$ cat src/rtl/mips_pkg.sv
// Shared MIPS32 datapath types and constants.
// Provides register/data widths, the hardwired-zero register number and the
// writeback entry record (destination + result) stored in the writeback FIFO.
package mips_pkg;

    localparam int unsigned REG_W  = 5;
    localparam int unsigned DATA_W = 32;

    localparam logic [REG_W-1:0] REG_ZERO = 5'd0;

    typedef struct packed {
        logic [REG_W-1:0]  dest;
        logic [DATA_W-1:0] data;
    } wb_entry_t;

endpackage

$ cat src/rtl/mips_wb_fifo.sv
// Circular FIFO of writeback entries for ALU results awaiting the write port.
// Ports:
//   clock, reset_n   rising-edge clock, asynchronous active-low reset
//   push, din        enqueue din at the tail (caller never pushes when full)
//   pop, dout        dequeue the head; dout always shows the current head
//   count            number of valid entries (0..DEPTH)
//   valid, dests     per-slot valid flag and destination, for hazard matching
module mips_wb_fifo
    import mips_pkg::*;
#(
    parameter int unsigned DEPTH = 4
) (
    input  logic                              clock,
    input  logic                              reset_n,
    input  logic                              push,
    input  logic                              pop,
    input  wb_entry_t                         din,
    output wb_entry_t                         dout,
    output logic [$clog2(DEPTH):0]            count,
    output logic [DEPTH-1:0]                  valid,
    output logic [DEPTH-1:0][REG_W-1:0]       dests
);

    localparam int unsigned PW = $clog2(DEPTH);
    localparam int unsigned CW = PW + 1;

    wb_entry_t         entries_q [DEPTH];
    logic [PW-1:0]     wr_ptr_q, rd_ptr_q;
    logic [CW-1:0]     count_q;

    logic do_push, do_pop;

    assign do_push = push && (count_q != CW'(DEPTH));
    assign do_pop  = pop && (count_q != '0);

    always_ff @(posedge clock or negedge reset_n) begin
        if (!reset_n) begin
            wr_ptr_q <= '0;
            rd_ptr_q <= '0;
            count_q  <= '0;
        end else begin
            // Pointers wrap naturally because DEPTH is a power of two.
            if (do_push) wr_ptr_q <= wr_ptr_q + 1'b1;
            if (do_pop)  rd_ptr_q <= rd_ptr_q + 1'b1;
            case ({do_push, do_pop})
                2'b10:   count_q <= count_q + 1'b1;
                2'b01:   count_q <= count_q - 1'b1;
                default: count_q <= count_q;
            endcase
        end
    end

    // Storage needs no reset; validity is tracked by the pointers and count.
    always_ff @(posedge clock) begin
        if (do_push) entries_q[wr_ptr_q] <= din;
    end

    assign dout  = entries_q[rd_ptr_q];
    assign count = count_q;

    // A slot is live when its distance from the head is below the count.
    always_comb begin
        logic [PW-1:0] offset;
        valid  = '0;
        dests  = '0;
        offset = '0;
        for (int i = 0; i < int'(DEPTH); i++) begin
            offset   = PW'(i) - rd_ptr_q;
            valid[i] = ({1'b0, offset} < count_q);
            dests[i] = entries_q[i].dest;
        end
    end

endmodule

$ cat src/rtl/mips_writeback_unit.sv
// Writeback arbiter for the MIPS32 register file write port.
// Loads win over queued ALU results, which win over a same-cycle ALU bypass;
// ALU results that cannot be written immediately wait in a FIFO.
// Ports:
//   clock, reset_n                    clock and asynchronous active-low reset
//   alu_valid/dest/data, alu_ready    ALU result handshake
//   mem_valid/dest/data               load result, always accepted
//   RegWrite, write_reg, write_data   registered register-file write port
//   hazard_reg, hazard_pending        in-flight write query for hazard logic
//   occupancy                         FIFO entry count
module mips_writeback_unit
    import mips_pkg::*;
#(
    parameter int unsigned DEPTH = 4
) (
    input  logic                     clock,
    input  logic                     reset_n,
    input  logic                     alu_valid,
    input  logic [REG_W-1:0]         alu_dest,
    input  logic [DATA_W-1:0]        alu_data,
    output logic                     alu_ready,
    input  logic                     mem_valid,
    input  logic [REG_W-1:0]         mem_dest,
    input  logic [DATA_W-1:0]        mem_data,
    output logic                     RegWrite,
    output logic [REG_W-1:0]         write_reg,
    output logic [DATA_W-1:0]        write_data,
    input  logic [REG_W-1:0]         hazard_reg,
    output logic                     hazard_pending,
    output logic [$clog2(DEPTH):0]   occupancy
);

    localparam int unsigned CW = $clog2(DEPTH) + 1;

    wb_entry_t                   fifo_din, fifo_dout;
    logic [CW-1:0]               fifo_count;
    logic [DEPTH-1:0]            fifo_valid;
    logic [DEPTH-1:0][REG_W-1:0] fifo_dests;

    logic load_sel, alu_acc, fifo_empty;
    logic fifo_push, fifo_pop, bypass;

    logic              wr_en_d, wr_en_q;
    logic [REG_W-1:0]  wr_reg_d, wr_reg_q;
    logic [DATA_W-1:0] wr_data_d, wr_data_q;

    mips_wb_fifo #(
        .DEPTH (DEPTH)
    ) u_fifo (
        .clock   (clock),
        .reset_n (reset_n),
        .push    (fifo_push),
        .pop     (fifo_pop),
        .din     (fifo_din),
        .dout    (fifo_dout),
        .count   (fifo_count),
        .valid   (fifo_valid),
        .dests   (fifo_dests)
    );

    // Ready depends only on the registered count; a same-cycle pop does not help.
    assign alu_ready  = (fifo_count != CW'(DEPTH));
    assign fifo_empty = (fifo_count == '0);

    // Writes to r0 are dropped: a load to r0 does not compete for the port,
    // an ALU result to r0 is handshaken but goes nowhere.
    assign load_sel = mem_valid && (mem_dest != REG_ZERO);
    assign alu_acc  = alu_valid && alu_ready && (alu_dest != REG_ZERO);

    assign fifo_pop  = !load_sel && !fifo_empty;
    assign bypass    = alu_acc && !load_sel && fifo_empty;
    assign fifo_push = alu_acc && !bypass;
    assign fifo_din  = '{dest: alu_dest, data: alu_data};

    always_comb begin
        wr_en_d   = 1'b0;
        wr_reg_d  = wr_reg_q;
        wr_data_d = wr_data_q;
        if (load_sel) begin
            wr_en_d   = 1'b1;
            wr_reg_d  = mem_dest;
            wr_data_d = mem_data;
        end else if (fifo_pop) begin
            wr_en_d   = 1'b1;
            wr_reg_d  = fifo_dout.dest;
            wr_data_d = fifo_dout.data;
        end else if (bypass) begin
            wr_en_d   = 1'b1;
            wr_reg_d  = alu_dest;
            wr_data_d = alu_data;
        end
    end

    always_ff @(posedge clock or negedge reset_n) begin
        if (!reset_n) begin
            wr_en_q   <= 1'b0;
            wr_reg_q  <= '0;
            wr_data_q <= '0;
        end else begin
            wr_en_q   <= wr_en_d;
            wr_reg_q  <= wr_reg_d;
            wr_data_q <= wr_data_d;
        end
    end

    assign RegWrite   = wr_en_q;
    assign write_reg  = wr_reg_q;
    assign write_data = wr_data_q;
    assign occupancy  = fifo_count;

    always_comb begin
        logic match;
        match = wr_en_q && (wr_reg_q == hazard_reg);
        for (int i = 0; i < int'(DEPTH); i++) begin
            if (fifo_valid[i] && (fifo_dests[i] == hazard_reg)) match = 1'b1;
        end
        hazard_pending = (hazard_reg != REG_ZERO) && match;
    end

endmodule

$ cat config.mk
export PLATFORM = sky130hd
export DESIGN_NAME = mips_writeback_unit
export DESIGN_NICKNAME = d
export VERILOG_FILES = /design/src/rtl/mips_pkg.sv /design/src/rtl/mips_wb_fifo.sv /design/src/rtl/mips_writeback_unit.sv
export SDC_FILE = /design/constraint.sdc
export NUM_CORES = 1
export LEC_CHECK = 0
export ABC_AREA = 1
export ABC_CLOCK_PERIOD_IN_PS = 2930
export CORE_MARGIN = 5
export CORE_UTILIZATION = 50
export CTS_BUF_LIST = sky130_fd_sc_hd__clkbuf_8
export CTS_CLUSTER_DIAMETER = 200
export DETAILED_ROUTE_END_ITERATION = 8
export GPL_TIMING_DRIVEN = 0
export PLACE_DENSITY_LB_ADDON = 0.15
export SYNTH_ARGS = -nofsm -noshare
export SYNTH_HDL_FRONTEND = slang
export SYNTH_SLANG_ARGS = --single-unit
$ cat constraint.sdc
create_clock -name clock -period 2.93 [get_ports clock]
set_clock_uncertainty 0.2 [all_clocks]
set_input_delay 0.4395 -clock clock [delete_from_list [all_inputs] [get_ports clock]]
set_output_delay 0.4395 -clock clock [all_outputs]
set_load 0.01 [all_outputs]
==> impl_metrics.toml, run 1 <==
[detailed_routing]
dr.pass1.iters = 7
antenna_left = 0
routedWlPerCell_um = 18.1
num_vias = 6362
finalWirelength_um = 22200
drc = 0
initialDrtViolationCount = 533
viasPerCell = 5.19

[layout]
register_area_mm2 = 0.00557
fin_area_mm2 = 0.0109
largest_register_ff_count = 148
final_cell_mix = "nand2_1 (345), edfxtp_1 (148), clkdlybuf4s50_1 (118)"
multi_input_area_mm2 = 0.00272
fin_cells = 1227
layout.nets = 1082
fillers = 1401
drive_above_1_share = 0.126
n_antenna_cell = 0
area_delta_synth_final_pct = 26.2
final_common_cell = "nand2_1"

[sta]
maxSlewViolCount = 0
whs_ns = 0.229
fin_crit_ns = 2.84
maxClockFrequency_ghz = 0.352
tightest_slew_ns = 0.775
setup_ws_ns = 0.0866
grt_setup_unrepaired = "yes"
final_hold_viol_count = 0
max_slew_margin = 0.482
setup_viol = 0
fin_crit_sh = 0.970

[worst_setup_path]
worst_setup_path_start_kind = "register"
cpMostUsedCell = "nor2_1"
critical_path_peak_fanout = 7
cp_slowest_stage_delay_ns = 0.43
critPathKind = "reg -> out"
crit_path_end_kind = "output port"
path_cells = "clkinvlp_4, buf_4, ha_4, inv_2, nor2_1, nand2_1, nand2_2, nor2_2, nand2_1, nand3_1, nor2_1, nor2_1, buf_2"
r2r_slack_ns = 0.21
slowest_stage = "dfrtp_1"
crit_buf_inv = 4
required_ns = 2.29
cp.arrival_ns = 2.20
cpLargestDelayFamily = "simple AND/OR/NAND/NOR gates"

[placement]
pre_cts_ws_ns = -0.396
placed_area_mm2 = 0.0102
dp_cells = 1184
gp_congestion = 0.878
port_buffers = 120
dpl.hpwl_um = 14500

[power]
power_frac_seq = 0.396
power_frac_comb = 0.406
power_density_mw_per_mm2 = 936
p_sw_frac = 0.364
clkPwrFrac = 0.198
p_leak_uw = 0.00431
internal-power_uw = 6460
switchingPower_uw = 3700
irDropWorstVdd_mv = 0.488

[yosys]
netlist_instances = 834
synth-edff-count = 148
synth-seq-cells = 193
synthFlopType = "edfxtp_1"
seq_area_frac_synth = 0.647
ys_types = 30
async_flop_share = 0.233
synth_warnings = 0
synthesis.area_mm2 = 0.00861
avgSynthCellArea_um2 = 10.3
syn_nets = 927

[floorplanning]
num_io_pins = 126
placementRows = 48
initial_core_util = 0.503
core_area_mm2 = 0.0171
die_area_mm2 = 0.0199
die_x_um = 141
die_h_um = 141

[hold_path]
hold_path_class = "in -> async"

[cts]
numClockSinks = 193
cts_made_buffers = 17
clockBufferDepth = 2
worstSkewPairLatency_ns = 0.46
htree_levels = 4
clkTransAtPathRegs_ns = 0.10
cts_tree = "built"
cts_root_buf = "clkbuf_8"

[run]
maxCapViolCount = 0

[global_routing]
grt_usage = 0.225
antenna_found_initial = 0
grt_pass1_vias = 6242
grt.overflow.total = 0
grt_max_degree = 33
grt_pass1_wl_um = 33900

[outcome]
status = "completed"
power by group through the flow:
stage / clock [uW] / sequential, uW / combinational, uW
after floorplan: 0 / 4180 / 2060
after CTS: 2020 / 4010 / 4000
after global placement: 0 / 4110 / 3690
after global routing: 2120 / 4090 / 4540
final: 2010 / 4020 / 4130
after detailed placement: 0 / 4070 / 3870
repair_timing:
item                       CTS  global route
buffers inserted             4             7
gates cloned                 0             0
hold endpoints to repair    13             0
setup endpoints to repair    1             2
gates resized for setup     15            13
pin swaps                    2            11
hold buffers                 1             0
Yosys cell counts (2+ instances only):
| cell type | instances | area [um^2] |
|---|---|---|
| dfrtp_1 | 45 | 1130 |
| nand4_1 | 29 | 181 |
| inv_1 | 24 | 90.1 |
| nor2_1 | 42 | 158 |
| ha_1 | 9 | 113 |
| clkbuf_1 | 7 | 26.3 |
| nand3_1 | 80 | 400 |
| or2_2 | 7 | 43.8 |
| nand2_2 | 3 | 18.8 |
| inv_2 | 6 | 22.5 |
| a21oi_1 | 15 | 75.1 |
| nand2_1 | 348 | 1310 |
| nor2_2 | 3 | 18.8 |
| xor2_1 | 8 | 70.1 |
| nor3_1 | 2 | 10.0 |
| buf_2 | 7 | 35.0 |
| edfxtp_1 | 148 | 4440 |
| o21ai_0 | 7 | 35.0 |
| xnor2_1 | 10 | 87.6 |
| buf_6 | 13 | 146 |
| nor2_4 | 2 | 22.5 |
| buf_4 | 10 | 75.1 |
| clkbuf_2 | 2 | 10.0 |
through the flow:
step	util	total power [uW]	setup TNS [ns]
finish	0.634	10200	0
global route	0.634	10800	-0.0611
CTS	0.629	10000	0
detailed placement	0.598	7950	-15.35
global placement	0.589	7800	-356.86
floorplan	-	6240	-65.20
cell type report:
| type | instances | share of cell area |
|---|---|---|
| plain buffers | 38 | 0.0274 |
| repair buffers | 137 | 0.129 |
| flip-flops and latches | 193 | 0.513 |
| clock buffers | 17 | 0.0215 |
| inverters | 31 | 0.0113 |
| multi-input cells | 571 | 0.251 |
| well taps | 225 | 0.0259 |
| clock inverters | 15 | 0.0212 |
path summary, 6_finish.rpt:
| path | to | from | cells past startpoint |
|---|---|---|---|
| worst min register to register | write_data[30] | write_data[30] | 2 |
| worst max-delay path | hazard_pending | u_fifo.count[1] | 13 |
| max in group asynchronous | u_fifo.rd_ptr_q[0] | reset_n | 3 |
| worst min-delay path | write_data[8] | reset_n | 2 |
| min in group clock | write_data[30] | write_data[30] | 2 |
| worst max register to register | u_fifo.entries_q[3][0] | u_fifo.count[1] | 7 |
kinds of logic after synthesis:
group | Yosys count | share of synthesized area
simple gates | 519 | 0.256
flops | 193 | 0.647
buf+inv | 70 | 0.0478
compound gates | 24 | 0.0156
fa+ha+maj | 10 | 0.0154
xor+xnor | 18 | 0.0183
routing by layer:
layer	GRT usage	up-vias	part of all wire	wire length, um
met5	0	-	0	0
met4	0.0785	0	0.019	433
met3	0.0536	33	0.071	1570
met2	0.358	234	0.48	10600
met1	0.306	3006	0.43	9660
li1	-	3089	-	-
Note: power is estimated with default switching activity, not from simulation.
==> run 2, diff against run 1 <==
--- a/config.mk
+++ b/config.mk
@@ -6,7 +6,6 @@
 export NUM_CORES = 1
 export LEC_CHECK = 0
 export ABC_AREA = 1
-export ABC_CLOCK_PERIOD_IN_PS = 2930
 export CORE_MARGIN = 5
 export CORE_UTILIZATION = 50
 export CTS_BUF_LIST = sky130_fd_sc_hd__clkbuf_8
@@ -14,6 +13,7 @@
 export DETAILED_ROUTE_END_ITERATION = 8
 export GPL_TIMING_DRIVEN = 0
 export PLACE_DENSITY_LB_ADDON = 0.15
+export SLEW_MARGIN = 20
 export SYNTH_ARGS = -nofsm -noshare
 export SYNTH_HDL_FRONTEND = slang
 export SYNTH_SLANG_ARGS = --single-unit
==> run 2 against run 1 <==
Compared with the run above:
- hold slack gained 0.054 ns
- non-clock buffer count is 1 higher
- register-to-register slack got worse by 0.05 ns
- die area unchanged
- fmax fell by 1.4%
- routed wire length grew 1.6%
- highest routed layer unchanged
==> impl_metrics.toml, run 2 (synthesis results as in run 1) <==
[global_routing]
grt_pass1_wl_um = 34500
grt_max_degree = 46
grt_pass1_vias = 6313
grt.overflow.total = 0
grt_usage = 0.229
antenna_found_initial = 0

[power]
irDropWorstVdd_mv = 0.475
p_leak_uw = 0.00433
power_density_mw_per_mm2 = 938

[layout]
layout.nets = 1083
fillers = 1406
final_cell_mix = "nand2_1 (346), edfxtp_1 (148), clkdlybuf4s50_1 (118)"
fin_cells = 1228
final_common_cell = "nand2_1"
fin_util = 0.635
register_area_mm2 = 0.00557
largest_register_ff_count = 148
drive_above_1_share = 0.125
area_delta_synth_final_pct = 26.3
n_antenna_cell = 0
multi_input_area_mm2 = 0.00271
fin_area_mm2 = 0.0109

[cts]
worstSkewPairLatency_ns = 0.46
clkTransAtPathRegs_ns = 0.09
htree_levels = 4
numClockSinks = 193
clockBufferDepth = 2
cts_made_buffers = 17
cts_root_buf = "clkbuf_8"
cts_tree = "built"

[placement]
placed_area_mm2 = 0.0102
gp_congestion = 0.878
port_buffers = 120
dp_cells = 1184
dpl.hpwl_um = 14400

[sta]
final_hold_viol_count = 0
setup_viol = 0
grt_setup_unrepaired = "yes"
tightest_slew_ns = 0.776
fin_crit_sh = 0.984
maxSlewViolCount = 0
max_slew_margin = 0.482
setup_tns_ns = 0
maxClockFrequency_ghz = 0.347
fin_crit_ns = 2.88

[worst_setup_path]
r2r_end = "u_fifo.entries_q[0][35]"
cp-endpoint = "hazard_pending"
r2r_slack_ns = 0.16
critical_path_peak_fanout = 6
cp.arrival_ns = 2.24
crit_path_end_kind = "output port"
required_ns = 2.29
worstReg2RegStart = "u_fifo.count[1]"
critPathKind = "reg -> out"
ff2ff_path_depth = 7
cp-startpoint = "u_fifo.count[1]"
worst_setup_path_start_kind = "register"

[detailed_routing]
wl_met3_um = 1650
finalWirelength_um = 22600
drc = 0
antenna_left = 0
num_vias = 6480
routedWlPerCell_um = 18.4
initialDrtViolationCount = 560
wl_met1_um = 9680
viasPerCell = 5.28
top_layer = "met4"
dr.pass1.iters = 5
met2_length_um = 10800

[floorplanning]
placementRows = 48
die_area_mm2 = 0.0199
num_io_pins = 126
die_x_um = 141
initial_core_util = 0.503
core_area_mm2 = 0.0171
die_h_um = 141

[hold_path]
hold_path_class = "reg -> reg"
hp-start = "write_data[30]"

[outcome]
status = "completed"

[run]
maxCapViolCount = 0
## run 2: changes by cell type in the layout (fill, tap and decap cells not counted), sizes merged
cell	previous run	this run
buf	47	49
clkinv	4	2
clkbuf	26	27
## run 2: cell type report
type,instances,area share
plain buffers,37,0.0261
clock buffers,19,0.0241
clock inverters,13,0.0192
inverters,31,0.0115
multi-input cells,571,0.249
flip-flops and latches,193,0.513
well taps,225,0.0259
repair buffers,139,0.132
## run 2: how the worst min path moves through the flow
stage / to / slack [ns] / cells past startpoint
final: write_data[30] / 0.28 / 2
after global routing: write_data[16] / 0.30 / 2
after CTS: write_data[30] / 0.29 / 2
after detailed placement: write_data[12] / 0.26 / 2
after global placement: write_data[6] / 0.26 / 2
after floorplan: RegWrite / -0.06 / 0
## run 2: where the power goes
| group | internal, uW | leakage [uW] | switching (uW) |
|---|---|---|---|
| clock | 1070 | 0.000240 | 937 |
| combinational | 1750 | 0.00220 | 2410 |
| sequential | 3700 | 0.00189 | 338 |
## run 2: critical path, cell delays in order, from the launching register on
cell and delay (ns):
dfrtp_1 0.40, clkinvlp_4 0.17, buf_4 0.19, ha_4 0.23
inv_2 0.04, nor2_1 0.04, nand2_1 0.10, nand2_2 0.06
nor2_2 0.10, nand2_1 0.05, nand3_1 0.06, nor2_1 0.05
nor2_1 0.14, buf_2 0.16
## run 2: through the flow
step	power [uW]	setup WS (ns)	hold WS [ns]
floorplan	6240	-0.441	-0.0561
global placement	7800	-2.38	0.264
detailed placement	7980	-0.409	0.264
CTS	10100	-0.00298	0.291
global route	10800	-0.0567	0.300
finish	10200	0.0471	0.283
## run 2: what timing repair did
action	in CTS	in global routing
gates resized for setup	21	5
hold buffers	1	0
setup endpoints to repair	1	39
hold endpoints to repair	45	0
pin swaps	11	9
setup buffers	6	7
## run 2: layer usage
layer | track usage | up-vias
li1 | - | 3088
met1 | 0.315 | 3097
met2 | 0.368 | 259
met3 | 0.0478 | 36
met4 | 0.0750 | 0
met5 | 0 | -
==> run 3, diff against run 2 <==
--- a/config.mk
+++ b/config.mk
@@ -6,6 +6,7 @@
 export NUM_CORES = 1
 export LEC_CHECK = 0
 export ABC_AREA = 1
+export CORE_ASPECT_RATIO = 1.5
 export CORE_MARGIN = 5
 export CORE_UTILIZATION = 50
 export CTS_BUF_LIST = sky130_fd_sc_hd__clkbuf_8
==> run 3 against run 2 <==
Compared with the run above:
- critical path depth grew 2
- non-clock buffer count decreased by 5
- largest power group unchanged
- via count decreased by 0.90%
- combinational power fell by 2%
==> impl_metrics.toml, run 3 (synthesis results as in run 1) <==
[power]
power_frac_comb = 0.414
p_sw_frac = 0.376
power_frac_seq = 0.409
irDropWorstVdd_mv = 0.440
internal-power_uw = 6110
p_leak_uw = 0.00427
power_density_mw_per_mm2 = 914
switchingPower_uw = 3690
clkPwrFrac = 0.177
total_power_uw = 9800

[global_routing]
grt_pass1_vias = 6586
grt_usage = 0.232
grt_pass1_wl_um = 34700
grt_max_degree = 46
grt.overflow.total = 0
antenna_found_initial = 0

[cts]
cts_root_buf = "clkbuf_8"
cts_made_buffers = 17
clkTransAtPathRegs_ns = 0.11
numClockSinks = 193
htree_levels = 4
worstSkewPairLatency_ns = 0.46
clockBufferDepth = 2
cts_tree = "built"

[sta]
setup_viol = 0
tightest_slew_ns = 0.714
final_hold_viol_count = 0
maxClockFrequency_ghz = 0.352
grt_setup_unrepaired = "yes"
max_slew_margin = 0.524
whs_ns = 0.288
fin_crit_sh = 0.970
fin_crit_ns = 2.84
maxSlewViolCount = 0

[layout]
drive_above_1_share = 0.117
final_common_cell = "nand2_1"
layout.nets = 1078
area_delta_synth_final_pct = 24.6
fin_area_mm2 = 0.0107
final_cell_mix = "nand2_1 (347), edfxtp_1 (148), clkdlybuf4s50_1 (118)"
largest_register_ff_count = 148
fillers = 1386
n_antenna_cell = 0
fin_cells = 1207

[worst_setup_path]
ff2ff_path_depth = 12
r2r_slack_ns = 0.17
cp.arrival_ns = 2.20
critical_path_peak_fanout = 3
worstReg2RegStart = "u_fifo.count[1]"
critPathKind = "reg -> out"
cp-startpoint = "u_fifo.rd_ptr_q[1]"
worst_setup_path_start_kind = "register"
cp-endpoint = "hazard_pending"
crit_path_end_kind = "output port"
required_ns = 2.29
r2r_end = "u_fifo.count[2]"

[detailed_routing]
drc = 0
dr.pass1.iters = 5
finalWirelength_um = 22400
antenna_left = 0
initialDrtViolationCount = 368
viasPerCell = 5.32
num_vias = 6422
routedWlPerCell_um = 18.6

[placement]
port_buffers = 120
placed_area_mm2 = 0.0102
dpl.hpwl_um = 15000
dp_cells = 1169
gp_congestion = 0.815

[run]
maxCapViolCount = 0

[hold_path]
hold_path_class = "reg -> reg"

[floorplanning]
die_area_mm2 = 0.0200
placementRows = 58
initial_core_util = 0.511
die_h_um = 171
num_io_pins = 126
core_area_mm2 = 0.0168
die_x_um = 117

[outcome]
status = "completed"
## run 3: cell types whose count changed in the layout (fill, tap and decap cells not counted), moves of 2 or more
cell,delta
buf_12,+2
nand2_2,-2
buf_16,-2
bufinv_16,-4
inv_8,+4
buf_4,-7
clkinv_4,+2
## run 3: worst max-delay path, stage by stage (launching register included)
cell and delay, ns:
dfrtp_2 0.45, nand2_2 0.07, inv_2 0.04, buf_6 0.11
nor2_4 0.12, ha_1 0.24, inv_1 0.05, nor2_1 0.03
nand2_1 0.06, nand2_1 0.05, nor2_1 0.09, nand2_1 0.06
nand3_1 0.07, nor2_1 0.04, nor2_1 0.09, buf_2 0.14
## run 3: cell type report
cell class                      instances  area, um^2  share of cell area
Clock buffer                           18         248              0.0231
Buffer                                 39         309              0.0288
Clock inverter                         13         149              0.0139
Timing Repair Buffer                  132        1360               0.127
Tap cell                              210         263              0.0245
Multi-Input combinational cell        571        2700               0.252
Inverter                               31         123              0.0114
Sequential cell                       193        5570               0.520
## run 3: power by group through the flow
| stage | clock, uW | combinational, uW | sequential (uW) |
|---|---|---|---|
| floorplan | 0 | 2060 | 4180 |
| global placement | 0 | 3710 | 4110 |
| detailed placement | 0 | 3900 | 4070 |
| CTS | 1760 | 4000 | 4000 |
| global route | 1860 | 4480 | 4090 |
| finish | 1730 | 4060 | 4010 |
## run 3: how the worst min path moves through the flow
stage,endpoint,cells past startpoint,slack [ns],from
4_1_cts,write_data[16],2,0.29,write_data[16]
6_report,write_data[18],2,0.29,write_data[18]
3_5_place_dp,write_data[7],2,0.26,write_data[7]
3_3_place_gp,write_data[17],2,0.26,write_data[17]
5_1_grt,write_data[8],2,0.32,write_data[8]
2_1_floorplan,RegWrite,0,-0.06,reset_n
## run 3: timing repair
item | 4_1_cts | 5_1_grt
setup buffers | 3 | 3
gates cloned | 0 | 0
pin swaps | 0 | 8
endpoints found under the setup margin | 1 | 2
hold buffers | 1 | 0
endpoints found under the hold margin | 45 | 0
resized for setup | 13 | 8
## run 3: metal layers
| metal | vias up | track usage | wire length (um) |
|---|---|---|---|
| met3 | 42 | 0.0354 | 1190 |
| met4 | 0 | 0.0923 | 634 |
| li1 | 3086 | - | - |
| met2 | 204 | 0.395 | 11500 |
| met5 | - | 0 | 0 |
| met1 | 3090 | 0.296 | 9070 |
## run 3: stage by stage
step | setup WS, ns | util | TNS (ns)
6_report | 0.0875 | 0.637 | 0
5_1_grt | -0.0739 | 0.637 | -0.0739
4_1_cts | 0.0315 | 0.633 | 0
3_5_place_dp | -0.454 | 0.607 | -11.85
3_3_place_gp | -2.35 | 0.598 | -358.05
2_1_floorplan | -0.441 | - | -65.20
